[src/rtl/control.sv]
// tiny8 multi-cycle controller: fetch/decode/execute sequencing,
// memory strobes with response handshake and optional wait timeout.
package tiny8_pkg;

  typedef enum logic [3:0] {
    op_addi = 4'h0,
    op_inc  = 4'h1,
    op_acc  = 4'h2,
    op_ld   = 4'h3,
    op_st   = 4'h4,
    op_br   = 4'h5,
    op_halt = 4'h6
  } tiny8_opcode;

  typedef enum logic [2:0] {
    alu_add  = 3'd0,
    alu_sub  = 3'd1,
    alu_and  = 3'd2,
    alu_or   = 3'd3,
    alu_xor  = 3'd4,
    alu_pass = 3'd5
  } tiny8_aluop;

endpackage

module control
  import tiny8_pkg::*;
#(
  parameter bit          HALT_ON_ILLEGAL = 1'b1,
  parameter int unsigned WAIT_LIMIT      = 0
) (
  input  logic        clk,
  input  logic        rst,
  input  tiny8_opcode opcode,
  input  logic        mem_resp,
  output logic        load_pc,
  output logic        load_ir,
  output logic        load_acc,
  output logic        load_rs,
  output logic        load_rd,
  output tiny8_aluop  aluop,
  output logic        pcmux_sel,
  output logic [1:0]  addrmux_sel,
  output logic        alumux1_sel,
  output logic        alumux2_sel,
  output logic        regfilemux_sel,
  output logic        mem_read,
  output logic        mem_write,
  output logic        halted
);

  localparam int unsigned CW =
    (WAIT_LIMIT == 0) ? 1 : $clog2(WAIT_LIMIT + 1);
  localparam logic [CW-1:0] LAST = CW'(WAIT_LIMIT - 1);

  typedef enum logic [2:0] {
    S_FETCH, S_DECODE, S_EXEC,
    S_LD, S_ST, S_BR, S_HALT
  } state_t;

  state_t        state, state_n;
  logic [CW-1:0] wait_cnt, wait_cnt_n;
  logic          strobe, resp, timeout;

  assign strobe = state inside {S_FETCH, S_LD, S_ST};
  // a response coinciding with rst must not commit any load
  assign resp = strobe && mem_resp && !rst;
  // fires on the WAIT_LIMIT-th consecutive unanswered strobe cycle
  assign timeout = (WAIT_LIMIT != 0) && strobe &&
                   !mem_resp && (wait_cnt == LAST);

  always_ff @(posedge clk) begin
    if (rst) begin
      state    <= S_FETCH;
      wait_cnt <= '0;
    end else begin
      state    <= state_n;
      wait_cnt <= wait_cnt_n;
    end
  end

  always_comb begin
    state_n = state;
    unique case (state)
      S_FETCH, S_LD, S_ST: begin
        if (mem_resp)
          state_n = (state == S_FETCH) ? S_DECODE : S_FETCH;
        else if (timeout)
          state_n = S_HALT;
      end
      S_DECODE: begin
        unique case (1'b1)
          (opcode inside {op_addi, op_inc, op_acc}):
            state_n = S_EXEC;
          (opcode == op_ld):   state_n = S_LD;
          (opcode == op_st):   state_n = S_ST;
          (opcode == op_br):   state_n = S_BR;
          (opcode == op_halt): state_n = S_HALT;
          default:
            state_n = HALT_ON_ILLEGAL ? S_HALT : S_FETCH;
        endcase
      end
      S_EXEC, S_BR: state_n = S_FETCH;
      S_HALT:       state_n = S_HALT;
      default:      state_n = S_FETCH;
    endcase
  end

  always_comb begin
    if (!strobe || mem_resp || state_n != state)
      wait_cnt_n = '0;
    else
      wait_cnt_n = wait_cnt + CW'(1);
  end

  always_comb begin
    load_pc        = 1'b0;
    load_ir        = 1'b0;
    load_acc       = 1'b0;
    load_rs        = 1'b0;
    load_rd        = 1'b0;
    aluop          = alu_add;
    pcmux_sel      = 1'b0;
    addrmux_sel    = 2'd0;
    alumux1_sel    = 1'b0;
    alumux2_sel    = 1'b0;
    regfilemux_sel = 1'b0;
    mem_read       = 1'b0;
    mem_write      = 1'b0;
    halted         = 1'b0;
    unique case (state)
      S_FETCH: begin
        mem_read = 1'b1;
        load_ir  = resp;
        load_pc  = resp;
      end
      S_EXEC: begin
        unique case (1'b1)
          (opcode == op_addi): begin
            alumux1_sel = 1'b1;
            alumux2_sel = 1'b1;
            load_rd     = 1'b1;
          end
          (opcode == op_inc): load_rs  = 1'b1;
          (opcode == op_acc): load_acc = 1'b1;
          default: ;
        endcase
      end
      S_LD: begin
        mem_read       = 1'b1;
        addrmux_sel    = 2'd1;
        regfilemux_sel = 1'b1;
        load_rd        = resp;
      end
      S_ST: begin
        mem_write   = 1'b1;
        addrmux_sel = 2'd2;
      end
      S_BR: begin
        load_pc   = 1'b1;
        pcmux_sel = 1'b1;
      end
      S_HALT:  halted = 1'b1;
      default: ;
    endcase
  end

endmodule

[config.mk]
export PLATFORM = sky130hd
export DESIGN_NAME = control
export DESIGN_NICKNAME = d
export VERILOG_FILES = /design/src/rtl/control.sv
export SDC_FILE = /design/constraint.sdc
export NUM_CORES = 1
export LEC_CHECK = 0
export ABC_CLOCK_PERIOD_IN_PS = 2400
export CAP_MARGIN = 20
export CORE_AREA = 4 4 41 43
export DETAILED_ROUTE_END_ITERATION = 6
export DIE_AREA = 0 0 45 47
export PLACE_DENSITY = 0.64
export SYNTH_ARGS = -nofsm -noshare
export SYNTH_HDL_FRONTEND = slang
export SYNTH_SLANG_ARGS = --single-unit
[constraint.sdc]
create_clock -name clk -period 2.4 [get_ports clk]
set_input_delay 0.48 -clock clk [delete_from_list [all_inputs] [get_ports clk]]
set_output_delay 0.48 -clock clk [all_outputs]
set_load 0.005 [all_outputs]
### Yosys cells after proc, flatten, opt, wreduce, memory -nomap -nowiden

Cells that the tools add are included.

* mux-type cells: 19
* equal/unequal tests: 12
* reduce and logical (&&, ||, !) cells: 9

Operator list (count)
* $mux 1: 13
* $pmux 3 s4: 1
* $eq 3x3->1 const B: 3
* $pmux 3 s3: 1
* $eq 4x2->1 const B: 2
* $eq 4x3->1 const B: 2
* $eq 3x2->1 const B: 2
* $reduce_bool 3->1: 2
* $eq 4x1->1 const B: 1
* $logic_not 4->1: 1
* $pmux 1 s2: 2
* $pmux 2 s2: 1
* $eq 3x1->1 const B: 1
* $logic_not 3->1: 1
* $mux 3: 1
* $reduce_or 3->1: 1
* $logic_and 1x1->1: 2
* $ne 2x2->1 const B: 1
* $reduce_or 2->1: 1
* $logic_not 1->1: 1

* output and inout bits: 17
* bits of input ports: 7
* flip-flop bits (word level): 3
* word-level logic and storage cells: 41

### Depth between registers and ports, before layout

* depth after elaboration: 5
* gate-level depth with buffers: 4
* gate-level depth less buffers: 3

### Worst setup path before layout

No wires, ideal clock.

* path type: input to output
* start: input opcode[3]
* end: output alumux2_sel
* stages on the path: 3
* setup slack: 526 ps
* data arrival time: 1394 ps
* cells stage by stage: or4b_4 nor3_1 buf_4

* cells in the longest elaborated chain, start to end: 3

RTL lines
* from (decl): RTL line 34 `input tiny8_opcode opcode,`
* $logic_not 4->1: RTL line 139 `(opcode == op_addi): begin`
* $mux 1 (2 in series)
* to (decl): RTL line 45 `output logic alumux2_sel,`

Every way passes these cells.

### Worst setup path in the final report

* start: input opcode[3]
* end: output load_acc

* cells in the longest elaborated chain, start to end: 3

RTL lines
* $eq 4x2->1: RTL line 145 `(opcode == op_acc): load_acc = 1'b1;`
* $mux 1: RTL line 138 `unique case (1'b1)`
* $mux 1: RTL line 131 `unique case (state)`
* to (decl): RTL line 38 `output logic load_acc,`

Every way passes these cells.

==> impl_metrics.toml <==
[status]
status = "finished, final reports clean"

[setup_path]
start_kind = "primary input"
endpoint_kind = "output pin"
cp_slowest_cell = "or4b_4"
rr_worst_depth = 4
critical_path.max_stage_delay_ns = 0.56
required_ns = 1.92
crit_type = "in2out"
cp.arrival_ns = 1.90
cp_max_fo = 4
cp_cell_sequence = "clkdlybuf4s50_1, or4b_4, nor3b_1, dlygate4sd2_1"

[synthesis]
ys_types = 26
yosys_warnings = 0
synth_edf_count = 0
synth_top_area_share_pct = 17.65
synth_mux_area_share_pct = 0
async_flop_share_pct = 0
synth_area_leaders = "dfxtp_1, buf_4, and2_1, nor3b_1, nor2b_1"
synthSimpleGateAreaFrac_pct = 44.49
synth_top_flop_cell = "dfxtp_1"
synth_compound_area_share_pct = 18.38
yosysTopAreaCell = "dfxtp_1"
synth_top_family_by_area = "simple AND/OR/NAND/NOR gates"
syn_avg_cell_area_um2 = 7.398
synthAdderAreaFrac_pct = 0
ys_seq_area_share_pct = 17.65
synthCells = 46
synth_area_um2 = 340.3
synth_xor_area_share_pct = 5.147
synth-seq-cells = 3

[placed_design]
port_buffers = 20
dp_hpwl_um = 714
gp_congestion = 0.7195
placedCellCount = 83

[min_path]
hold_path_depth = 1
holdCritPathClass = "reg2reg"

[global_routing]
antenna_found_initial = 0
grt-ovfl-total = 0
grt_use_total_pct = 8.840
grt_max_degree = 14
grt_pass1_vias = 354
grt_pass1_wl_mm = 1.393

[clock_tree]
ctsHtreeMaxLevel = 1
hold_buffers = 0
cts_buffer_depth = 2
path_clk_slew_ns = 0.03
clk-insertion-delay-late_ns = 0.23
cts_inserted_buffers = 3
root_buffer = "clkbuf_4"
cts_tree = "yes"
cts.sinks = 3
post_cts_buffers = 0

[pwr]
combPwrFrac_pct = 34.1
p_int_uw = 159.9
vdd_drop_max_uv = 262.4
netSwitchingPower_uw = 61.86
leakagePower_nw = 0.2624
clkPwrFrac_pct = 40.1
powerDensity_mw_per_mm2 = 366.3
p_sw_share_pct = 27.89
power_frac_seq_pct = 25.8

[timing]
finClkSkew_ns = 0.001886
hold_viol = 0
timing.fmax_ghz = 0.4202
slew_violations = 0
hold-worst-slack_ns = 0.5834
finalSetupViolCount = 0
timing.final.crit_period_ns = 2.380
final.period_utilization_pct = 99.16
rsz0062_at_grt = "yes"

[final_layout]
mostFrequentLayoutCells = "clkdlybuf4s50_1, buf_4, and2_1, nor2_1, dlygate4sd2_1"
syn_to_final_growth_pct = 77.94
largest_registers = "state: 3 flops"
largest_reg_flops = 3
drive_gt1_share_pct = 25.00
mostFrequentLayoutCell = "clkdlybuf4s50_1"
nets = 80
fin_cells = 87
num_antenna_cells = 0
largest_register = "state"

[job]
drv_cap = 0

[die]
die_h_um = 47
die_x_um = 45
start_util_pct = 26.15
io_pins = 24
core_area_mm2 = 0.001301
num_rows = 13
dieArea_mm2 = 0.002115

[routing]
postRouteAntennaNets = 0
drc = 0
drt_pre_antenna_iters = 2
vias = 394
drt_iter0_drc = 2
routed_wl_um = 880
viasPerCell = 4.529
wire_per_inst_um = 10.11
per-layer routing:
| layer | part of all wire [%] | track usage [%] | routed length [um] | vias up |
|---|---|---|---|---|
| li1 | - | - | - | 209 |
| met1 | 44 | 9.751 | 386 | 162 |
| met2 | 44 | 16.10 | 391 | 23 |
| met3 | 12 | 3.448 | 102 | 0 |
| met4 | 0 | 1.754 | 0 | 0 |
| met5 | 0 | 0 | 0 | - |
per-stage QoR:
stage	util [%]	instance area (um^2)	setup slack, ns	setup TNS (ns)	power [mW]
5_1_grt	46.54	605.6	-0.03753	-0.04664	0.2420
6_report	46.54	605.6	0.02013	0	0.2218
2_1_floorplan	-	347.8	0.5259	0	0.09222
3_5_place_dp	44.13	574.3	-0.3018	-1.413	0.1340
4_1_cts	46.35	603.1	0.01083	0	0.2286
3_3_place_gp	44.13	574.3	-0.2652	-1.296	0.1333
synth_stat cells (2+ instances only):
master	n
and2_1	4
buf_4	4
nor2_1	4
dfxtp_1	3
nor2b_1	3
nor3b_1	3
a21oi_1	2
clkbuf_1	2
inv_1	2
nand2_1	2
xor2_1	2
final timing paths:
| kind | from | end | slack, ns |
|---|---|---|---|
| worst max-delay path | opcode[3] | load_acc | 0.02 |
| worst min-delay path | state[2] | state[0] | 0.58 |
| worst max register to register | state[0] | state[0] | 1.19 |
| worst min register to register | state[2] | state[0] | 0.58 |
cell families after synthesis:
group | count (synthesis)
DFF | 3
buffers and inverters | 8
xor gates and xnor gates | 2
AOI/OAI and AO/OA | 9
and+or+nand+nor | 23
other | 1
cell type report:
cell class	instances	area, um^2
repair buffers	26	230.2
inverters	2	7.507
multi-input cells	37	262.8
clock buffers	4	26.28
fillers	149	695.7
well taps	15	18.77
flip-flops and latches	3	60.06
critical path: cells and delay by family:
family,cells,cell delay (ns)
buffers and inverters,2,0.67
AND/OR/NAND/NOR,2,0.74
what timing repair did:
action,4_1_cts,5_1_grt
endpoints found under the setup margin,6,3
gates resized for setup,8,6
endpoints found under the hold margin,0,0
power by group through the flow:
stage	Clock (mW)	Combinational (mW)	Sequential (mW)
2_1_floorplan	0	0.0341	0.0581
3_3_place_gp	0	0.0752	0.0581
3_5_place_dp	0	0.0758	0.0582
4_1_cts	0.0953	0.0758	0.0575
5_1_grt	0.101	0.0829	0.0579
6_report	0.0889	0.0756	0.0573
No activity file was read; power rests on OpenSTA's default activity.
